`config.mk`:
```
export PLATFORM = sky130hd
export DESIGN_NAME = seq_cube_root
export DESIGN_NICKNAME = d
export VERILOG_FILES = /design/src/rtl/poly_pkg.sv /design/src/rtl/seq_cube_root.sv
export SDC_FILE = /design/constraint.sdc
export NUM_CORES = 1
export LEC_CHECK = 0
export CORE_UTILIZATION = 45
export DETAILED_ROUTE_END_ITERATION = 7
export GPL_ROUTABILITY_DRIVEN = 0
export PLACE_DENSITY = 0.66
export SYNTH_ARGS = -nofsm -noshare
export SYNTH_HDL_FRONTEND = slang
export SYNTH_SLANG_ARGS = --single-unit
export TNS_END_PERCENT = 30
```
`constraint.sdc`:
```
create_clock -name clk -period 5.7 [get_ports clk]
set_clock_uncertainty 0.05 [all_clocks]
set_input_delay 0.57 -clock clk [delete_from_list [all_inputs] [get_ports clk]]
set_output_delay 0.57 -clock clk [all_outputs]
set_load 0.02 [all_outputs]
```
`src/rtl/poly_pkg.sv`:
```
// Shared types and helpers for the polynomial pipeline blocks.
package poly_pkg;

    typedef enum logic [1:0] {
        IDLE,
        SQ,
        CU,
        CMP
    } cube_root_state_t;

    function automatic int cube_root_w(input int w);
        return (w + 2) / 3;
    endfunction

endpackage

```
`src/rtl/seq_cube_root.sv`:
```
// Bit-serial integer cube root: one root bit per SQ/CU/CMP round, MSB first,
// on a single shared multiplier. Yields floor(cbrt(y)) and y - root^3.
module seq_cube_root
    import poly_pkg::*;
#(
    parameter  int unsigned W = 6,
    localparam int unsigned R = $unsigned(cube_root_w(int'(W)))
) (
    input  logic         clk,
    input  logic         rst,
    input  logic         start,
    input  logic [W-1:0] y_in,
    output logic [R-1:0] root_out,
    output logic [W-1:0] rem_out,
    output logic         finish
);

    localparam int unsigned IW = (R > 1) ? $clog2(R) : 1;
    localparam int unsigned PW = 3 * R;

    cube_root_state_t r_state;
    cube_root_state_t w_state_nxt;

    logic [IW-1:0] r_idx;
    logic [W-1:0]  r_y;
    logic [R-1:0]  r_root;
    logic [PW-1:0] r_cube_acc;
    logic [PW-1:0] r_prod;
    logic [R-1:0]  r_root_out;
    logic [W-1:0]  r_rem_out;
    logic          r_finish;

    logic [R-1:0]  w_cand;
    logic [PW-1:0] w_mul_b;
    logic [PW-1:0] w_mul;
    logic          w_fits;
    logic [R-1:0]  w_root_nxt;
    logic [PW-1:0] w_acc_nxt;

    // Shared multiplier: squares the candidate in SQ, cubes it in CU.
    // (2^R-1)^3 fits in 3R bits, so the truncation never loses data.
    assign w_cand     = r_root | (R'(1) << r_idx);
    assign w_mul_b    = (r_state == SQ) ? PW'(w_cand) : r_prod;
    assign w_mul      = PW'(w_cand) * w_mul_b;
    assign w_fits     = (r_prod <= PW'(r_y));
    assign w_root_nxt = w_fits ? w_cand : r_root;
    assign w_acc_nxt  = w_fits ? r_prod : r_cube_acc;

    always_ff @(posedge clk) begin
        if (rst) begin
            r_state <= IDLE;
        end else begin
            r_state <= w_state_nxt;
        end
    end

    always_comb begin
        w_state_nxt = r_state;
        case (r_state)
            IDLE:    if (start) w_state_nxt = SQ;
            SQ:      w_state_nxt = CU;
            CU:      w_state_nxt = CMP;
            CMP:     w_state_nxt = (r_idx == '0) ? IDLE : SQ;
            default: w_state_nxt = IDLE;
        endcase
    end

    always_ff @(posedge clk) begin
        if (rst) begin
            r_idx      <= '0;
            r_y        <= '0;
            r_root     <= '0;
            r_cube_acc <= '0;
            r_prod     <= '0;
            r_root_out <= '0;
            r_rem_out  <= '0;
            r_finish   <= 1'b1;
        end else begin
            r_finish <= (w_state_nxt == IDLE);
            case (r_state)
                IDLE: begin
                    if (start) begin
                        r_y        <= y_in;
                        r_root     <= '0;
                        r_cube_acc <= '0;
                        r_idx      <= IW'(R - 1);
                    end
                end
                SQ, CU: r_prod <= w_mul;
                CMP: begin
                    r_root     <= w_root_nxt;
                    r_cube_acc <= w_acc_nxt;
                    // Publish results only when the last bit is resolved.
                    if (r_idx == '0) begin
                        r_root_out <= w_root_nxt;
                        r_rem_out  <= r_y - W'(w_acc_nxt);
                    end else begin
                        r_idx <= r_idx - IW'(1);
                    end
                end
                default: ;
            endcase
        end
    end

    assign root_out = r_root_out;
    assign rem_out  = r_rem_out;
    assign finish   = r_finish;

`ifndef SYNTHESIS
    a_finish_idle: assert property (@(posedge clk) disable iff (rst)
        r_finish == (r_state == IDLE));
    a_acc_le_y: assert property (@(posedge clk) disable iff (rst)
        r_cube_acc <= PW'(r_y));
`endif

endmodule

```
=== After elaboration in Yosys (flattened, before gate mapping) ===
Index checks and enable logic that the tools add are counted.

* Multiply operators: 1
* Shift-type cells: 1
* Reduce and logical (&&, ||, !) cells: 7
* Equal/unequal tests: 4
* $lt $le $gt $ge: 1
* Bitwise gates (word level): 2
* Multiplexer cells: 13
* Add/sub/neg operators: 2

{| class="wikitable"
|+ Operators with widths
! kind !! count
|-
| 6-bit 2-to-1 mux || 3
|-
| 6-bit one-hot mux with 2 select lines || 1
|-
| 2-bit one-hot mux with 4 select lines || 1
|-
| 6-bit <= comparator || 1
|-
| 2-bit by 6-bit multiplier with 6-bit output || 1
|-
| 2-bit 2-to-1 mux || 3
|-
| 2-bit AND reduction || 3
|-
| 6-bit subtractor || 1
|-
| 2-bit == test (second input constant) || 2
|-
| 2-bit zero test || 2
|-
| 2-bit one-hot mux with 2 select lines || 1
|-
| 1-bit 2-to-1 mux || 3
|-
| 2-bit by 1-bit == test with 1-bit output (second input constant) || 1
|-
| 2-bit != test (second input constant) || 1
|-
| 2-bit bitwise OR || 1
|-
| 1-bit one-hot mux with 2 select lines || 1
|-
| 2-bit nonzero test || 1
|-
| 2-bit OR reduction || 1
|-
| 1-bit by 1-bit << shifter with 2-bit output (first input constant) || 1
|-
| 1-bit NOT || 1
|-
| 1-bit subtractor (second input constant) || 1
|}

* Flip-flop bits (word level): 32

=== Longest topological paths before layout ===
Gate-level depths: netlist of run 1.

* Word-level depth: 4
* Gate-level depth with buffers: 16
* Mapped depth without buffers: 15

=== Least setup slack after synthesis of run 1 ===
OpenSTA, ideal clock, no wires.

* Kind: register -> register
* From: register r_y[3]
* To: register r_rem_out[4] (netlist: rem_out[4])
* Data arrival time: 3.107 ns
* Buffers on the path: 1
* Stages on the path, launching flop included: 14
* Path slack: 2.410 ns
* Setup time: 0.132 ns
* Path through: dfxtp_1 > inv_1 > ha_1 > a211oi_2 > nor2_1 > o31a_1 > buf_6 > nand2_1 > o21ai_0 > ha_1 > fa_1 > maj3_1 > o21ai_0 > or3b_2

* Longest elaborated chain between the ends: 3

{| class="wikitable"
|+ Ends and longest elaborated chain
! item !! RTL line !! source
|-
| start: declaration || seq_cube_root.sv:25 || <nowiki>logic [W-1:0] r_y;</nowiki>
|-
| start signal: assignment || seq_cube_root.sv:83 || <nowiki>r_y <= y_in;</nowiki>
|-
| 6-bit <= comparator || seq_cube_root.sv:45 || <nowiki>assign w_fits = (r_prod <= PW'(r_y));</nowiki>
|-
| 6-bit 2-to-1 mux || seq_cube_root.sv:47 || <nowiki>assign w_acc_nxt = w_fits ? r_prod : r_cube_acc;</nowiki>
|-
| 6-bit subtractor * || seq_cube_root.sv:96 || <nowiki>r_rem_out <= r_y - W'(w_acc_nxt);</nowiki>
|-
| end signal: assignment || seq_cube_root.sv:96 ||
|-
| end: declaration || seq_cube_root.sv:30 || <nowiki>logic [W-1:0] r_rem_out;</nowiki>
|}

Mark *: on every way between the ends. The rest lies on a longest branch, timed or not.
A chain may end at the register's enable or synchronous reset.

=== Worst setup path in the final report of run 1 ===
* From: register r_y[3]
* To: register r_rem_out[5] (netlist: rem_out[5])

Same word-level chain as after synthesis.

==> metrics.txt, run 1 <==
Hold Path Cell Cnt=2; most frequent cells in the layout=34 x nor2_1, 32 x dfxtp_1, 18 x inv_1, 18 x nand2_1; number of synthesized flops with an enable pin=0; final wirelength=roughly 3900 um; Worst-Skew Late Latency=~0.29 ns; CP arrival=3.86 ns; yosys synthesis warning count=0; Final ANT Viol Nets=0; HP Class=reg -> reg; largest net degree at the start of global routing=34; Worst Setup End Kind=flip-flop; Hold Path Sink=r_y[5]; Worst Reg2Reg Path Length in Cells=15; startpoint class of the critical path=flip-flop; CP required=between 5 and 6 ns; CTS root buffer=clkbuf_8; 1st-iter DRT viols=a little over 60; Critical R2R Capture=rem_out[5]; synthesized area=1930 um^2; Finished Layout Cells=299; Bufs on Longest Clock Path=2; post-synth cell types=42; Syn-to-layout area delta=15.9%; setup TNS=0 ns; Post-Place Cell Area=between 2000 and 2500 um^2; Post-Synthesis Cells=233; Residual DRC=0; Final Hold Viols=0; synthesized area per cell=8.28 um^2; Clock Sinks=32; die height=roughly 67 um; fin area=around 2200 um^2; Worst Hold Launch=r_y[5]; Post-CTS Setup Bufs=0; FMAX=0.269 GHz; Resized Gates After CTS=0; Vias=approximately 1600; max cap viols=0; Inst Count DP=291; Net Count, Synth=261; Tcrit/Tclk final=approximately two thirds; Starting Density=about 48%; hpwl dp=around 2900 um; H-Tree Depth=2; vias per inst=5.30; Worst VDD drop=0.328 mV; vias in the first global route=1471; share of layout cells above drive strength 1=~5.6%; most common cell after layout, fill and taps aside=nor2_1; r2r setup slk=just under 2 ns; clk slew on worst S/H paths=approximately 0.060 ns; Final Slew Violations=0; clock period minus worst slack=roughly 3.7 ns; first-pass GRT wire length=between 6000 and 7000 um; IO Port Bufs=17; Nets=roughly 280; drt wl/cell=between 10 and 15 um; Die X=67.5 um; GRT overflow=0; Slew headroom=between 50% and 60%; RSZ-0062 raised after global routing=false; hold_buf cts=0; reg-to-reg critical path startpoint=r_y[3]; row count=23; Tot GR Track Use=20.1%; sequential element share of the synthesized area=roughly a third; Crit Path Category=reg -> reg; Ant. Diodes=0; PwrDens=roughly 450 nW/um^2; Finished Core Util=55.1%; drt pass-1 iters=4; Inserted Clock Buffers=5; Ports=18; Yosys reg bits=32; outcome=completed; Setup crit start=r_y[3]; Async S/R FF share, synth=0%; leakage=roughly 0.90 nW; CTS tree=built; Die Footprint=4550 um^2; final setup vio count=0; top_reg_cell synth=dfxtp_1; Worst-Margin Slew=approximately 0.65 ns; initial antenna violation count=0; core box area=4060 um^2; Max FO, Critical Path=11; final hold slack=around 0.41 ns
-- where the power goes --
| group | leakage [nW] | internal (mW) | switching, mW | total [mW] |
|---|---|---|---|---|
| registers | 0.260 | 0.265 | 0.0440 | 0.309 |
| clock network | 0.0552 | 0.130 | 0.0814 | 0.211 |
| logic | 0.581 | 0.204 | 0.281 | 0.485 |
-- metal layers --
layer	routed length, um	part of all wire (%)	GRT usage [%]
met2	1710	44	30.8
met3	156	4.0	6.08
met1	1990	51	27.1
met5	0	0	0
met4	40	1.0	5.59
-- Yosys cell counts (2+ instances only) --
cell type  number  area (um^2)
clkbuf_1        9         33.8
a21oi_1        17         85.1
o21ai_0         4         20.0
nand2_1        18         67.6
mux2_4          2         30.0
nor3b_1         2         15.0
nor2_1         34          128
nand3_1         7         35.0
a22oi_1         3         22.5
nand2b_1        3         18.8
o22ai_1         3         18.8
and2_1          2         12.5
nor2b_1         3         18.8
mux2i_1         9         90.1
nor3_1          7         35.0
dfxtp_1        32          641
ha_1           17          213
fa_1            2         40.0
o31ai_1         2         15.0
a21o_1          3         22.5
a211oi_1       10         75.1
xnor2_1         7         61.3
inv_1          18         67.6
-- critical path, cell delays in order (launching register included) --
cell and delay [ns]:
dfxtp_1 0.39, inv_1 0.10, ha_1 0.31, nand4_1 0.09, a21oi_1 0.24, o31a_1 0.48, nand2_1 0.10, nand2_1 0.14
inv_1 0.06, ha_1 0.27, a21oi_1 0.13, nand3_1 0.12, o221ai_1 0.18, o2111a_1 0.22, or4_1 0.51, a311oi_1 0.25
-- logic make-up after synthesis --
family                     Yosys count  share of synthesized area [%]
AOI/OAI and AO/OA                   52                           18.3
xor gates and xnor gates             8                           3.63
adders and majority gates           20                           13.6
buffers and inverters               29                           6.03
DFF                                 32                           33.2
muxes                               11                           6.23
and+or+nand+nor                     81                           19.0
-- worst max path at each step --
stage / slack [ns] / end / cells past startpoint
after floorplan: 2.41 / rem_out[4] / 13
after global placement: 2.05 / rem_out[5] / 15
after detailed placement: 2.01 / rem_out[5] / 15
after CTS: 1.98 / rem_out[5] / 15
after global routing: 1.69 / rem_out[5] / 15
final: 1.98 / rem_out[5] / 15
-- sequential cells by signal, indices dropped and copies added (netlist names) --
name and flops:
finish 1, r_cube_acc 6, r_idx 1, r_prod 6
r_root 2, r_state 2, r_y 6, rem_out 6
root_out 2
-- layout make-up --
class / instances / area [um^2]
well taps: 50 / 62.6
clock buffers: 6 / 72.6
repair buffers: 19 / 185
inverters: 18 / 67.6
flip-flops and latches: 32 / 641
multi-input cells: 172 / 1170
clock inverters: 2 / 35.0
fillers: 385 / 1820
-- metrics by stage --
step,total power [mW],setup slack (ns)
detailed placement,0.793,2.01
floorplan,0.696,2.41
CTS,1.01,1.98
global route,1.09,1.69
global placement,0.785,2.05
finish,1.00,1.98
(Power assumes the default switching activity.)
==> inputs of run 2 (changes only) <==
- PLACE_DENSITY: 0.66 -> 0.69
- clock period: 5.7 -> 3.14 ns (I/O delays scaled with it)
==> metrics.txt, run 2 (synthesis gave the netlist of run 1 again) <==
outcome=completed; Vias=1725; 1st-iter DRT viols=between 60 and 70; FMAX=approximately 0.33 GHz; Residual DRC=0; initial antenna violation count=0; vias per inst=5.44; Nets=between 200 and 300; Inserted Clock Buffers=5; Ant. Diodes=0; Worst Reg2Reg Path Length in Cells=15; clock period minus worst slack=slightly above 3 ns; Hold Path Cell Cnt=2; Max FO, Critical Path=4; CP arrival=3.22 ns; Bufs on Longest Clock Path=2; GRT overflow=0; Tot GR Track Use=between 20% and 30%; first-pass GRT wire length=7130 um; Clock Sinks=32; startpoint class of the critical path=flip-flop; most frequent cells in the layout=33 x nor2_1, 26 x dfxtp_1, 20 x buf_4, 17 x clkdlybuf4s50_1, 16 x nand2_1; largest net degree at the start of global routing=18; Ports=18; final setup vio count=0; CP required=3.29 ns; Final ANT Viol Nets=0; Starting Density=between 40% and 50%; vias in the first global route=1552; total power=2.11 mW; CTS root buffer=clkbuf_8; PwrDens=849 nW/um^2; drt wl/cell=14.5 um; drt pass-1 iters=4; hpwl dp=about 3300 um; final wirelength=4580 um; Worst Setup End Kind=flip-flop; row count=23; clk slew on worst S/H paths=approximately 0.070 ns; H-Tree Depth=2; Post-Place Cell Area=about 2300 um^2; Fill cells=roughly 350; CTS tree=built; Die X=between 60 and 70 um; hold_buf cts=0; Worst VDD drop=~0.47 mV; Slew headroom=a little under three fifths; leakage=approximately 1.0 nW; share of layout cells above drive strength 1=a little under a quarter; Tcrit/Tclk final=a little over nine tenths; Worst-Margin Slew=0.655 ns; RSZ-0062 raised after global routing=true; Finished Layout Cells=317; core box area=between 4000 and 5000 um^2; most common cell after layout, fill and taps aside=nor2_1; die height=67.5 um; HP Class=reg -> reg; Crit Path Category=reg -> reg; IO Port Bufs=17; Die Footprint=between 4000 and 5000 um^2; fin area=2490 um^2; Worst-Skew Late Latency=0.29 ns; Inst Count DP=~310; Final Hold Viols=0; max cap viols=0; Final Slew Violations=0; Syn-to-layout area delta=29.0%
[run 2: cell count changes in the layout (fill, tap and decap cells not counted), sizes merged]
cell / previous run / this run
bufinv: 1 / 0
buf: 2 / 21
clkbuf: 6 / 7
clkinv: 1 / 0
[run 2: metrics by stage]
| stage | hold WS (ns) | setup TNS [ns] | util, % | worst slack [ns] |
|---|---|---|---|---|
| global placement | 0.400 | 0 | 55.9 | 0.0208 |
| CTS | 0.423 | 0 | 59.0 | 0.0132 |
| finish | 0.422 | 0 | 61.3 | 0.0682 |
| floorplan | 0.347 | -0.00665 | - | -0.00665 |
| global route | 0.458 | -0.0981 | 61.3 | -0.0749 |
| detailed placement | 0.415 | -0.0388 | 55.9 | -0.0388 |
[run 2: layout make-up]
class	instances	area, um^2	share of cell area (%)
multi-input cells	172	1280	51.5
flip-flops and latches	32	648	26.0
clock buffers	7	96.3	3.87
well taps	50	62.6	2.51
repair buffers	38	332	13.3
inverters	18	67.6	2.71
[run 2: worst paths after layout]
check	to	slack, ns	startpoint
max reg2reg	rem_out[5]	0.07	r_y[2]
min reg2reg	r_cube_acc[3]	0.42	r_cube_acc[3]
max	rem_out[5]	0.07	r_y[2]
min	r_cube_acc[3]	0.42	r_cube_acc[3]
[run 2: repair_timing]
| action | 4_1_cts | 5_1_grt |
|---|---|---|
| endpoints found under the setup margin | 3 | 3 |
| setup buffers | 1 | 2 |
| pin swaps | 5 | 18 |
| gates resized for setup | 5 | 22 |
[run 2: worst max-delay path: stages (launching register included)]
cell and delay (ns):
dfxtp_2 0.33, inv_2 0.04, ha_1 0.28, nand4_1 0.14
a21oi_2 0.19, o31a_1 0.25, nand2_1 0.09, nand2_2 0.12
inv_2 0.06, ha_4 0.26, a21oi_4 0.06, nand2_2 0.08
o221ai_2 0.12, o211a_1 0.17, or4_4 0.55, a311oi_2 0.19
[run 2: metal layers]
metal,up-vias,global-route usage [%],share of wire (%)
met5,-,0,0
met4,0,10.1,2.9
met3,14,4.05,3.8
met2,40,36.1,49
met1,789,26.1,44
li1,882,-,-
[run 2: where the power goes]
| group | internal (mW) | switching [mW] | leakage (nW) |
|---|---|---|---|
| sequential | 0.484 | 0.0541 | 0.263 |
| combinational | 0.583 | 0.646 | 0.687 |
| clock | 0.195 | 0.152 | 0.0503 |
==> inputs of run 3 (changes only) <==
- PLACE_DENSITY: 0.69 -> 0.68
==> metrics.txt, run 3 (synthesis gave the netlist of run 1 again) <==
outcome=completed; initial antenna violation count=0; Hold Path Sink=r_cube_acc[3]; Clock Sinks=32; hold_buf cts=0; Crit Path Category=reg -> reg; row count=23; largest net degree at the start of global routing=21; Nets=approximately 290; final setup margin=0.114 ns; vias in the first global route=~1600; clk slew on worst S/H paths=about 0.07 ns; drt wl/cell=14.4 um; Hold Path Cell Cnt=2; reg-to-reg critical path startpoint=r_y[3]; r2r setup slk=around 0.11 ns; share of layout cells above drive strength 1=21.9%; Worst-Margin Slew=about 0.50 ns; pre-CTS WS=-0.0155 ns; Final Slew Violations=0; IO Port Bufs=17; Residual DRC=0; hpwl dp=approximately 3300 um; HP Class=reg -> reg; Tot GR Track Use=between 20 and 25%; Die Footprint=approximately 4600 um^2; CP required=between 3 and 4 ns; Inserted Clock Buffers=5; Worst VDD drop=0.741 mV; H-Tree Depth=2; Max FO, Critical Path=5; Starting Density=47.5%; sw frac=between 40% and 50%; Switch Pwr=roughly 850 uW; Bufs on Longest Clock Path=2; Setup crit start=r_y[3]; Worst Hold Launch=r_cube_acc[3]; RSZ-0062 raised after global routing=true; FMAX=~0.33 GHz; Worst Setup End Kind=flip-flop; leakage=0.989 nW; Vias=1736; final wirelength=about 4500 um; Final Hold Viols=0; Pint=between 1 and 1.5 mW; most frequent cells in the layout=33 x nor2_1, 27 x dfxtp_1, 19 x buf_4, 17 x nand2_1, 17 x clkdlybuf4s50_1; Post-Place Cell Area=2260 um^2; max cap viols=0; final setup vio count=0; PwrDens=847 nW/um^2; Finished Core Util=just over 60%; final hold slack=0.428 ns; startpoint class of the critical path=flip-flop; drt pass-1 iters=4; Reg power frac=26.2%; clock share of power=16.2%; CP arrival=~3.2 ns; fin area=2490 um^2; Worst-Skew Late Latency=slightly below 0.3 ns; 1st-iter DRT viols=around 110; Critical R2R Capture=rem_out[5]; Slew headroom=between 60% and 70%; Ports=18; Syn-to-layout area delta=28.9%; die height=between 60 and 70 um; setup TNS=0 ns; GRT overflow=0; Die X=67.5 um; CTS tree=built; clock period minus worst slack=approximately 3.0 ns; first-pass GRT wire length=approximately 7200 um; Final ANT Viol Nets=0; most common cell after layout, fill and taps aside=nor2_1; Gate power share=roughly 57%; core box area=just over 4000 um^2; Tcrit/Tclk final=96.4%; CTS root buffer=clkbuf_8; Ant. Diodes=0; vias per inst=5.51; Worst Reg2Reg Path Length in Cells=15
run 3: layout make-up:
type	instances	area, um^2
repair buffers	36	313
flip-flops and latches	32	647
clock buffers	7	96.3
well taps	50	62.6
multi-input cells	172	1300
inverters	18	67.6
fillers	366	1570
run 3: repair_timing:
action | in CTS | in global routing
pin swaps | 0 | 18
setup endpoints to repair | 3 | 3
buffers inserted | 0 | 2
gates resized for setup | 1 | 25
run 3: stage by stage:
| step | cells | total power [mW] |
|---|---|---|
| 6_report | 315 | 2.11 |
| 5_1_grt | 315 | 2.27 |
| 4_1_cts | 313 | 1.95 |
| 3_5_place_dp | 306 | 1.60 |
| 3_3_place_gp | 306 | 1.59 |
| 2_1_floorplan | 233 | 1.30 |
run 3: power groups by stage:
stage          clock (mW)  combinational [mW]  sequential (mW)
5_1_grt             0.368                1.34            0.563
2_1_floorplan           0               0.733            0.564
3_3_place_gp            0                1.04            0.549
3_5_place_dp            0                1.05            0.550
4_1_cts             0.349                1.06            0.544
6_report            0.342                1.21            0.553
run 3: worst max-delay path, cell delays in order (launching register included):
cell,delay [ns]
dfxtp_2,0.34
inv_2,0.05
ha_4,0.27
nand4_1,0.13
or2_4,0.29
o31a_1,0.17
nand2_1,0.09
o21ai_1,0.08
ha_2,0.20
inv_1,0.10
a21oi_4,0.08
nand2_1,0.08
o221ai_2,0.13
o2111a_1,0.18
or4_1,0.50
a311oi_1,0.20
run 3: worst max path at each step:
stage / cells after the start / end / slack (ns)
floorplan: 13 / rem_out[4] / -0.007
global placement: 15 / rem_out[5] / 0.01
detailed placement: 14 / rem_out[5] / -0.02
CTS: 12 / rem_out[4] / -0.01
global route: 15 / rem_out[5] / -0.05
finish: 15 / rem_out[5] / 0.11
run 3: layer usage:
layer	up-vias	share of wire (%)	track usage, %
li1	875	-	-
met5	-	0	0
met2	52	49	37.0
met1	805	46	26.4
met3	4	4.5	6.08
met4	0	0.46	8.24
